<file path="src/rtl/irq_c0_nest_pkg.sv">
// Shared definitions for the nested interrupt C0 block: op encodings and
// width helpers so the interface, encoder and top agree on field sizes.
package irq_pkg;

    localparam int IRQ_OP_NBIT = 2;

    typedef enum logic [IRQ_OP_NBIT-1:0] {
        IRQ_OP_NOP   = 2'd0,
        IRQ_OP_ENTER = 2'd1,
        IRQ_OP_ERET  = 2'd2,
        IRQ_OP_RSVD  = 2'd3
    } irq_op_e;

    function automatic int inum_width(input int nirq);
        return (nirq > 1) ? $clog2(nirq) : 1;
    endfunction

    function automatic int level_width(input int depth);
        return $clog2(depth + 1);
    endfunction

endpackage

</file>
<file path="src/rtl/irq_c0_nest_if.sv">
// ID-stage facing bundle of the interrupt block: op/CSR commit inputs and the
// combinational status the decoder reads.
interface irq_c0_nest_if
    import irq_pkg::*;
#(
    parameter int NIRQ  = 8,
    parameter int DEPTH = 4,
    parameter int W     = 32
) ();

    localparam int IW = inum_width(NIRQ);
    localparam int LW = level_width(DEPTH);

    logic                   en;
    logic [NIRQ-1:0]        irq_src;
    logic [IRQ_OP_NBIT-1:0] op;
    logic [W-1:0]           enter_pc;
    logic                   ie_we;
    logic                   ie_w;
    logic                   epc_we;
    logic [W-1:0]           epc_w;
    logic                   mask_we;
    logic [NIRQ-1:0]        mask_w;

    logic                   ie;
    logic [NIRQ-1:0]        mask;
    logic [NIRQ-1:0]        pending;
    logic [W-1:0]           epc;
    logic                   ivld;
    logic [IW-1:0]          inum;
    logic [LW-1:0]          level;
    logic                   err;

    modport master (
        output en, irq_src, op, enter_pc, ie_we, ie_w, epc_we, epc_w, mask_we, mask_w,
        input  ie, mask, pending, epc, ivld, inum, level, err
    );

    modport slave (
        input  en, irq_src, op, enter_pc, ie_we, ie_w, epc_we, epc_w, mask_we, mask_w,
        output ie, mask, pending, epc, ivld, inum, level, err
    );

endinterface

</file>
<file path="src/rtl/irq_c0_nest_prio_enc.sv">
// Fixed-priority encoder (index 0 wins) that only admits requests whose index
// is strictly below an optional threshold.
module irq_prio_enc
    import irq_pkg::*;
#(
    parameter int NIRQ = 8,
    parameter int IW   = inum_width(NIRQ)
) (
    input  logic [NIRQ-1:0] req,
    input  logic [IW-1:0]   thr,
    input  logic            thr_vld,
    output logic            vld,
    output logic [IW-1:0]   idx
);

    // Scan from the lowest priority upward so the last hit is the lowest index.
    always_comb begin
        vld = 1'b0;
        idx = '0;
        for (int i = NIRQ - 1; i >= 0; i--) begin
            if (req[i] && (!thr_vld || (IW'(i) < thr))) begin
                vld = 1'b1;
                idx = IW'(i);
            end
        end
    end

endmodule

</file>
<file path="src/rtl/irq_c0_nest.sv">
// Nested interrupt C0 block: edge-latched requests, mask/global enable,
// fixed-priority arbitration and an EPC/priority stack for nesting.
module irq_c0_nest
    import irq_pkg::*;
#(
    parameter int NIRQ  = 8,
    parameter int DEPTH = 4,
    parameter int W     = 32
) (
    input  logic          clk,
    input  logic          rst,
    irq_c0_nest_if.slave  bus
);

    localparam int IW = inum_width(NIRQ);
    localparam int LW = level_width(DEPTH);

    logic            ie_q, ie_d;
    logic [NIRQ-1:0] mask_q, mask_d;
    logic [NIRQ-1:0] pending_q, pending_d;
    logic [NIRQ-1:0] prev_q, prev_d;
    logic [LW-1:0]   level_q, level_d;
    logic            err_q, err_d;
    logic [W-1:0]    stk_epc_q [DEPTH];
    logic [W-1:0]    stk_epc_d [DEPTH];
    logic [IW-1:0]   stk_num_q [DEPTH];
    logic [IW-1:0]   stk_num_d [DEPTH];

    logic [W-1:0]    top_epc;
    logic [IW-1:0]   top_num;
    logic            enc_vld;
    logic [IW-1:0]   enc_idx;
    logic            ivld;
    logic [IW-1:0]   inum;
    logic            is_enter, is_eret;
    logic            do_enter, do_eret;
    logic            csr_epc_ok;

    // Top-of-stack view; reads as zero while the stack is empty.
    always_comb begin
        top_epc = '0;
        top_num = '0;
        for (int i = 0; i < DEPTH; i++) begin
            if (level_q == LW'(i + 1)) begin
                top_epc = stk_epc_q[i];
                top_num = stk_num_q[i];
            end
        end
    end

    irq_prio_enc #(.NIRQ(NIRQ), .IW(IW)) u_prio_enc (
        .req     (pending_q & mask_q),
        .thr     (top_num),
        .thr_vld (level_q != '0),
        .vld     (enc_vld),
        .idx     (enc_idx)
    );

    assign ivld = ie_q && enc_vld && (level_q < LW'(DEPTH));
    assign inum = ivld ? enc_idx : '0;

    assign is_enter   = bus.en && (bus.op == IRQ_OP_ENTER);
    assign is_eret    = bus.en && (bus.op == IRQ_OP_ERET);
    assign do_enter   = is_enter && ivld;
    assign do_eret    = is_eret && (level_q != '0);
    assign csr_epc_ok = bus.en && bus.epc_we && !do_enter && !do_eret;

    // Op effects are applied after CSR writes so the op's ie value dominates,
    // and fresh edges are OR'd in last so a same-cycle request is never lost.
    always_comb begin
        prev_d    = bus.irq_src;
        pending_d = pending_q;
        ie_d      = ie_q;
        mask_d    = mask_q;
        level_d   = level_q;
        err_d     = err_q;
        stk_epc_d = stk_epc_q;
        stk_num_d = stk_num_q;

        if (bus.en && bus.ie_we)   ie_d   = bus.ie_w;
        if (bus.en && bus.mask_we) mask_d = bus.mask_w;

        for (int i = 0; i < DEPTH; i++) begin
            if (do_enter && (level_q == LW'(i))) begin
                stk_epc_d[i] = bus.enter_pc;
                stk_num_d[i] = inum;
            end else if (csr_epc_ok && (level_q == LW'(i + 1))) begin
                stk_epc_d[i] = bus.epc_w;
            end
        end

        if (do_enter) begin
            pending_d[inum] = 1'b0;
            ie_d            = 1'b0;
            level_d         = level_q + 1'b1;
        end
        if (do_eret) begin
            ie_d    = 1'b1;
            level_d = level_q - 1'b1;
        end
        if ((is_enter && !ivld) || (is_eret && (level_q == '0))) err_d = 1'b1;

        pending_d = pending_d | (bus.irq_src & ~prev_q);
    end

    always_ff @(posedge clk) begin
        if (rst) begin
            ie_q      <= 1'b0;
            mask_q    <= '0;
            pending_q <= '0;
            prev_q    <= '0;
            level_q   <= '0;
            err_q     <= 1'b0;
            for (int i = 0; i < DEPTH; i++) begin
                stk_epc_q[i] <= '0;
                stk_num_q[i] <= '0;
            end
        end else begin
            ie_q      <= ie_d;
            mask_q    <= mask_d;
            pending_q <= pending_d;
            prev_q    <= prev_d;
            level_q   <= level_d;
            err_q     <= err_d;
            stk_epc_q <= stk_epc_d;
            stk_num_q <= stk_num_d;
        end
    end

    assign bus.ie      = ie_q;
    assign bus.mask    = mask_q;
    assign bus.pending = pending_q;
    assign bus.epc     = top_epc;
    assign bus.ivld    = ivld;
    assign bus.inum    = inum;
    assign bus.level   = level_q;
    assign bus.err     = err_q;

endmodule

</file>
<file path="src/flat_wrapper.sv">
// flat-port wrapper written by rule: the top's interface ports become plain ports
module irq_c0_nest_flat import irq_pkg::*;
#(
    parameter int NIRQ  = 8,
    parameter int DEPTH = 4,
    parameter int W     = 32
)
  (clk, rst, bus_en, bus_irq_src, bus_op, bus_enter_pc, bus_ie_we, bus_ie_w, bus_epc_we, bus_epc_w, bus_mask_we, bus_mask_w, bus_ie, bus_mask, bus_pending, bus_epc, bus_ivld, bus_inum, bus_level, bus_err);
  irq_c0_nest_if #(.NIRQ(NIRQ), .DEPTH(DEPTH), .W(W)) bus_i ();
  input  logic clk;
  input  logic rst;
  input wire logic [$bits(bus_i.en)-1:0] bus_en;
  input wire logic [$bits(bus_i.irq_src)-1:0] bus_irq_src;
  input wire logic [$bits(bus_i.op)-1:0] bus_op;
  input wire logic [$bits(bus_i.enter_pc)-1:0] bus_enter_pc;
  input wire logic [$bits(bus_i.ie_we)-1:0] bus_ie_we;
  input wire logic [$bits(bus_i.ie_w)-1:0] bus_ie_w;
  input wire logic [$bits(bus_i.epc_we)-1:0] bus_epc_we;
  input wire logic [$bits(bus_i.epc_w)-1:0] bus_epc_w;
  input wire logic [$bits(bus_i.mask_we)-1:0] bus_mask_we;
  input wire logic [$bits(bus_i.mask_w)-1:0] bus_mask_w;
  output wire logic [$bits(bus_i.ie)-1:0] bus_ie;
  output wire logic [$bits(bus_i.mask)-1:0] bus_mask;
  output wire logic [$bits(bus_i.pending)-1:0] bus_pending;
  output wire logic [$bits(bus_i.epc)-1:0] bus_epc;
  output wire logic [$bits(bus_i.ivld)-1:0] bus_ivld;
  output wire logic [$bits(bus_i.inum)-1:0] bus_inum;
  output wire logic [$bits(bus_i.level)-1:0] bus_level;
  output wire logic [$bits(bus_i.err)-1:0] bus_err;
  assign bus_i.en = bus_en;
  assign bus_i.irq_src = bus_irq_src;
  assign bus_i.op = bus_op;
  assign bus_i.enter_pc = bus_enter_pc;
  assign bus_i.ie_we = bus_ie_we;
  assign bus_i.ie_w = bus_ie_w;
  assign bus_i.epc_we = bus_epc_we;
  assign bus_i.epc_w = bus_epc_w;
  assign bus_i.mask_we = bus_mask_we;
  assign bus_i.mask_w = bus_mask_w;
  assign bus_ie = bus_i.ie;
  assign bus_mask = bus_i.mask;
  assign bus_pending = bus_i.pending;
  assign bus_epc = bus_i.epc;
  assign bus_ivld = bus_i.ivld;
  assign bus_inum = bus_i.inum;
  assign bus_level = bus_i.level;
  assign bus_err = bus_i.err;
  irq_c0_nest #(.NIRQ(NIRQ), .DEPTH(DEPTH), .W(W)) u_core (.clk(clk), .rst(rst), .bus(bus_i));
endmodule
</file>
<file path="config.mk">
export PLATFORM = sky130hd
export DESIGN_NAME = irq_c0_nest_flat
export DESIGN_NICKNAME = d
export VERILOG_FILES = /design/src/rtl/irq_c0_nest_pkg.sv /design/src/rtl/irq_c0_nest_if.sv /design/src/rtl/irq_c0_nest_prio_enc.sv /design/src/rtl/irq_c0_nest.sv /design/src/flat_wrapper.sv
export SDC_FILE = /design/constraint.sdc
export NUM_CORES = 1
export LEC_CHECK = 0
export CORE_MARGIN = 2
export CORE_UTILIZATION = 40
export CTS_CLUSTER_DIAMETER = 50
export DETAILED_ROUTE_END_ITERATION = 6
export GPL_TIMING_DRIVEN = 0
export PLACE_DENSITY_LB_ADDON = 0.08
export SETUP_SLACK_MARGIN = 0.1
export SLEW_MARGIN = 20
export SYNTH_ARGS = -nofsm -noshare
export SYNTH_HDL_FRONTEND = slang
export SYNTH_HIERARCHICAL = 1
export SYNTH_SLANG_ARGS = --single-unit
</file>
<file path="constraint.sdc">
create_clock -name clk -period 4.2 [get_ports clk]
set_input_delay 0.84 -clock clk [delete_from_list [all_inputs] [get_ports clk]]
set_output_delay 0.84 -clock clk [all_outputs]
set_load 0.005 [all_outputs]
</file>
-- Word-level counts from Yosys, hierarchy flattened
Index checks and enable logic that the tools add are counted.
- $add $sub $neg: 2
- multipliers: 0
- div/mod/pow operators: 0
- order comparisons: 11
- equality and inequality tests: 6
- shifts and indexed selects: 0
- muxes and demuxes: 41
- bitwise logic cells: 6
- reductions and logical operators: 51
- operators with widths (kind ; number):
    two-way mux 32 bit ; 12
    two-way mux 3 bit ; 15
    logical AND 1 bit ; 30
    AND 8 bit ; 3
    NOT 8 bit ; 2
    less-than comparator 3 bit (first input constant) ; 4
    two-way mux 1 bit ; 12
    nonzero test 2 bit ; 5
    logical OR 1 bit ; 9
    two-way mux 8 bit ; 1
    OR 8 bit ; 1
    equality test 3 x 2 -> 1 bit (second input constant) ; 2
    less-than comparator 1 x 3 -> 1 bit (first input constant) ; 2
    less-than comparator 2 x 3 -> 1 bit (first input constant) ; 2
    nonzero test 3 bit ; 2
    logical NOT 1 bit ; 4
    less-than comparator 3 x 4 -> 1 bit (second input constant) ; 1
    adder 3 x 1 -> 3 bit (second input constant) ; 1
    demux 1 bit (select 3 bit) ; 1
    equality test 3 x 1 -> 1 bit (second input constant) ; 1
    equality test 3 bit (second input constant) ; 1
    greater-or-equal comparator 3 x 1 -> 1 bit (second input constant) ; 1
    logical NOT 3 bit ; 1
    less-than comparator 3 bit (second input constant) ; 1
    other kinds (3) ; 3
- flip-flop bits (word level): 169
- latch bits: 0
- bits in writable memories: 0
- bits in read-only memories: 0
- input port bits: 89
- output and inout port bits: 57
- word-level logic and storage cells: 131
- memories: 0

-- Logic depth before layout (Yosys ltp)
- word-level depth: 27
- gate-level depth with buffers: 20
- depth with buffers taken out: 17

-- Modules after synthesis
Netlist, hierarchy kept.
- modules (own cells, without submodules) (module ; instances ; cells an instance ; area each (um^2) ; sequential area each (um^2)):
    irq_c0_nest ; 1 ; 960 ; 9052.4 ; 3383.2
    irq_prio_enc ; 1 ; 37 ; 209.0 ; 0.0

-- Worst setup path before layout
OpenSTA, ideal clock, no wires.
- path type: reg2out
- start: register u_core.level_q[2], in the netlist u_core/bus.level[2]
- end: output port bus_inum[2]
- arrival: 2.831 ns
- required time: 3.360 ns
- path slack: 0.529 ns
- cell stages (with the launch flop): 17
- path buffers: 3
- cell sequence: dfxtp_1 buf_4 inv_1 ha_1 buf_2 inv_1 clkbuf_1 o21ai_0 o21ai_0 nand2_1 a311o_1 nor2b_4 nand2_1 nand3b_4 inv_2 nand2_1 inv_1
- cells in the longest elaborated chain, start to end: 19
- elaborated cells between the ends (all ways): 54
- classes of those cells: order compare (9); eq/ne (4); mux (21); reduce/logical (20)
- RTL lines (what ; RTL line ; text):
    start, declared ; irq_c0_nest.sv:22 ; logic [LW-1:0] level_q, level_d;
    start signal, assigned ; irq_c0_nest.sv:123 ; level_q <= level_d;
    equality test 3 x 1 -> 1 bit ; irq_c0_nest.sv:44 ; if (level_q == LW'(i + 1)) begin
    two-way mux 3 bit (3 in a row) ; irq_c0_nest.sv:44 ;
    two-way mux 3 bit * ; irq_c0_nest.sv:44 ;
    via u_core.top_num[0] ; irq_c0_nest.sv:30 ; logic [IW-1:0] top_num;
    less-than comparator 3 bit ; irq_c0_nest_prio_enc.sv:21 ; if (req[i] && (!thr_vld || (IW'(i) < thr))) begin
    logical OR 1 bit ; irq_c0_nest_prio_enc.sv:21 ;
    logical AND 1 bit ; irq_c0_nest_prio_enc.sv:21 ;
    two-way mux 1 bit (7 in a row) ; irq_c0_nest_prio_enc.sv:21 ;
    two-way mux 1 bit * ; irq_c0_nest_prio_enc.sv:21 ;
    via u_core.enc_vld ; irq_c0_nest.sv:31 ; logic enc_vld;
    logical AND 1 bit * (2 in a row) ; irq_c0_nest.sv:59 ; assign ivld = ie_q && enc_vld && (level_q < LW'(DEPTH));
    via bus_ivld ; flat_wrapper.sv:26 ; output wire logic [$bits(bus_i.ivld)-1:0] bus_ivld;
    two-way mux 3 bit * ; irq_c0_nest.sv:60 ; assign inum = ivld ? enc_idx : '0;
    end, declared ; flat_wrapper.sv:27 ; output wire logic [$bits(bus_i.inum)-1:0] bus_inum;
Mark *: on every way through the listed nets, which the timed path passes. The rest lies on a longest branch.

-- Final worst setup path
- start: register u_core.level_q[0], in the netlist u_core/bus.level[0]
- end: output port bus_inum[2]
- cells in the longest elaborated chain, start to end: 19
- elaborated cells between the ends (all ways): 54
- classes of those cells: order compare (9); eq/ne (4); mux (21); reduce/logical (20)
- RTL lines (what ; RTL line):
    equality test 3 x 1 -> 1 bit ; irq_c0_nest.sv:44
    two-way mux 3 bit (3 in a row) ; irq_c0_nest.sv:44
    two-way mux 3 bit * ; irq_c0_nest.sv:44
    via u_core.top_num[1] ; irq_c0_nest.sv:30
    less-than comparator 3 bit ; irq_c0_nest_prio_enc.sv:21
    logical OR 1 bit ; irq_c0_nest_prio_enc.sv:21
    logical AND 1 bit ; irq_c0_nest_prio_enc.sv:21
    two-way mux 1 bit (7 in a row) ; irq_c0_nest_prio_enc.sv:21
    two-way mux 1 bit * ; irq_c0_nest_prio_enc.sv:21
    via u_core.enc_vld ; irq_c0_nest.sv:31
    logical AND 1 bit * (2 in a row) ; irq_c0_nest.sv:59
    two-way mux 3 bit * ; irq_c0_nest.sv:60
Marks and branches as above.

==> flow_metrics.tcl <==
set metrics [dict create \
    grt_setup_unrepaired "true" \
    holdPathStages 2 \
    htree_levels 4 \
    synth-compound-area-share 0.294 \
    synth_edf_count 0 \
    final.fill_count 2154 \
    design.portCount 146 \
    synth_fa_ha_area_frac 0.00811 \
    run_status "completed" \
    diodes 0 \
    cts_root_buf "clkbuf_16" \
    ir_drop_uv 206 \
    rows 55 \
    synth_top_area_frac 0.365 \
    worstSetupEndpointType "output pin" \
    synth_xor_area_frac 0 \
    portBuffers 142 \
    drc 0 \
    synth_flop_cell "dfxtp_1" \
    yosys_warnings 6 \
    synth_area_per_cell_um2 9.29 \
    grt-ovfl-total 0 \
    drive_gt1_frac 0.209 \
    min_period_ns 4.07 \
    final-max-slew-violation-count 0 \
    vias 8916 \
    drt-wirelength-per-cell_um 22.5 \
    hold_end "u_core/stk_num_q[2]" \
    p_leak_nw 3.83 \
    core_um2 22700 \
    timing.rr.start "u_core/bus.level[0]" \
    drt-initial-drc-count 743 \
    clockBufferDepth 2 \
    cts_made_buffers 17 \
    viasPerCell 6.00 \
    hpwl_um 23000 \
    grt_pass1_vias 8901 \
    hp-class "flip-flop to flip-flop" \
    worstHoldStart "u_core/stk_num_q[2]" \
    ys_types 45 \
    p_total_mw 3.69 \
    synth_largest_area_cell "dfxtp_1" \
    drv_cap 0 \
    r2r-end "u_core/stk_epc_q[35]" \
    grt_max_degree 17 \
    timing.slew.headroom 0.376 \
    synth_mux_area_frac 0.117 \
    synthSimpleGateAreaFrac 0.152 \
    num-nets-final 1283 \
    whs_ns 0.463 \
    crit_type "flip-flop to output pin" \
    clock_latency_ns 0.44 \
    worstPathArrival_ns 3.23 \
    clock-sinks 169 \
    period_share 0.968 \
    seq_area_frac_synth 0.365 \
    cp-start-kind "flip-flop" \
    routed_wl_um 33500 \
    clk_pin_slew_ns 0.07 \
    synth_top_family_by_area "compound AO/OA/AOI/OAI gates" \
    synthTopCellsByArea "dfxtp_1 (37%), a221oi_2 (15%), mux2i_1 (11%)" \
    clock_skew_ns 0.00886 \
    grt_usage 0.273 \
    area_growth_pct 30.0 \
    ff2ff_path_depth 22 \
    synth-seq-cells 169 \
    grt_pass1_wl_um 50900 \
    powerDensity_nw_per_um2 306 \
    timing.fmax_mhz 246 \
    worst_slew_pin_slew_ns 0.936 \
    synthCells 997 \
    synthMostInstantiatedCell "dfxtp_1" \
    finalHoldViolCount 0 \
    synth_fp_nets 1092 \
    final-setup-viol-count 0 \
    gp_congestion 0.850 \
    reg2reg_slack_ns 0.27 \
    start_util 0.408 \
    path_max_fanout 5 \
    ant_nets 0 \
    die_h_um 156 \
    die_area_um2 24400 \
    antenna_found_initial 0 \
    die_w_um 156 \
    cts_tree "built" \
    synth_common_cells "dfxtp_1 (169), nor2_1 (119), mux2i_1 (106)" \
    crit_required_ns 3.36 \
    firstDrtPassIters 5 \
    netlist_area_um2 9260 \
    synthArstFlopShare 0 \
]
[per-layer routing]
| layer | up-vias | global-route usage | wire, um |
|---|---|---|---|
| met3 | 61 | 0.0675 | 2630 |
| met5 | - | 0 | 0 |
| met2 | 404 | 0.451 | 15600 |
| met4 | 0 | 0.0896 | 901 |
| met1 | 4299 | 0.350 | 14400 |
| li1 | 4152 | - | - |
[logic make-up after synthesis]
group,count (synthesis)
flops,169
simple gates,292
buf+inv,118
mux,108
fa+ha+maj,6
compound gates,304
[worst max-delay path: stages (launching register included)]
cell and delay [ns]:
dfxtp_4 0.36, ha_1 0.20, ha_1 0.19, buf_6 0.13, inv_2 0.05, clkbuf_8 0.13
o21ai_0 0.07, o21ai_1 0.21, buf_4 0.18, inv_1 0.04, a311o_1 0.32, nor2b_4 0.15
nand2_2 0.10, nand3b_4 0.10, inv_4 0.08, buf_4 0.10, buf_4 0.11, nand2_2 0.07
inv_2 0.07, clkbuf_2 0.11
[flip-flops by register name (all words and copies together) (netlist names)]
signal and flops:
u_core/stk_epc_q 128, u_core/prev_q 8, u_core/bus.pending 8, u_core/bus.level 3
u_core/bus.ie 1, u_core/bus.err 1, u_core/bus.mask 8, u_core/stk_num_q 12
[per-stage QoR]
step                setup WS (ns)  instances  TNS [ns]  area (um2)  utilization
global route               0.0381       1486         0       12000        0.530
finish                      0.134       1486         0       12000        0.530
detailed placement         -0.770       1424    -41.18       11000        0.486
CTS                        0.0180       1478         0       12000        0.527
floorplan                   0.529        997         0        9260            -
global placement           -0.737       1424    -33.66       11000        0.486
[area by class of cell]
type	count	area (um2)	share of cell area
repair buffers	172	1650	0.137
clock inverters	14	208	0.0172
flip-flops and latches	169	3390	0.282
well taps	285	357	0.0296
clock buffers	18	429	0.0356
plain buffers	106	594	0.0494
inverters	12	47.5	0.00395
multi-input cells	710	5370	0.446
[worst max path at each step]
stage                         from     endpoint  slack (ns)  cells after the start
3_3_place_gp   u_core/bus.level[2]  bus_inum[2]       -0.74                     17
3_5_place_dp   u_core/bus.level[2]  bus_inum[2]       -0.77                     17
4_1_cts        u_core/bus.level[0]  bus_inum[2]        0.02                     19
5_1_grt        u_core/bus.level[0]  bus_inum[2]        0.04                     19
2_1_floorplan  u_core/bus.level[2]  bus_inum[2]        0.53                     16
6_report       u_core/bus.level[0]  bus_inum[2]        0.13                     19
[power by group]
part | leakage, nW | total (mW) | switching, mW | internal, mW
Combinational | 2.16 | 0.300 | 0.158 | 0.142
Sequential | 1.37 | 1.63 | 0.0116 | 1.62
Clock | 0.305 | 1.76 | 0.746 | 1.01
Total | 3.83 | 3.69 | 0.916 | 2.77
[layout by cell type, fill, tap and decap left out, drive strengths merged, types with 3 or more instances in the layout]
cell / Yosys / final
nor2b: 12 / 12
dfxtp: 169 / 169
mux2i: 106 / 106
a21o: 3 / 3
o22ai: 13 / 13
nor2: 119 / 119
nand2: 36 / 36
o31ai: 4 / 4
nand3: 68 / 68
clkdlybuf4s50: 0 / 138
or3: 3 / 3
o21ai: 73 / 73
ha: 6 / 6
nor3: 31 / 31
bufinv: 0 / 4
inv: 12 / 19
nand2b: 10 / 10
and2: 8 / 8
a21oi: 49 / 49
a22oi: 18 / 18
clkbuf: 53 / 72
a221oi: 131 / 131
buf: 53 / 84
[what timing repair did]
item                                    in CTS  in global routing
hold buffers                                 0                  0
gates cloned                                 0                  0
gates resized for setup                     46                 21
setup buffers                               22                  8
endpoints found under the setup margin     181                 65
pin swaps                                    7                  7
Power figures use the tool's default switching activity.
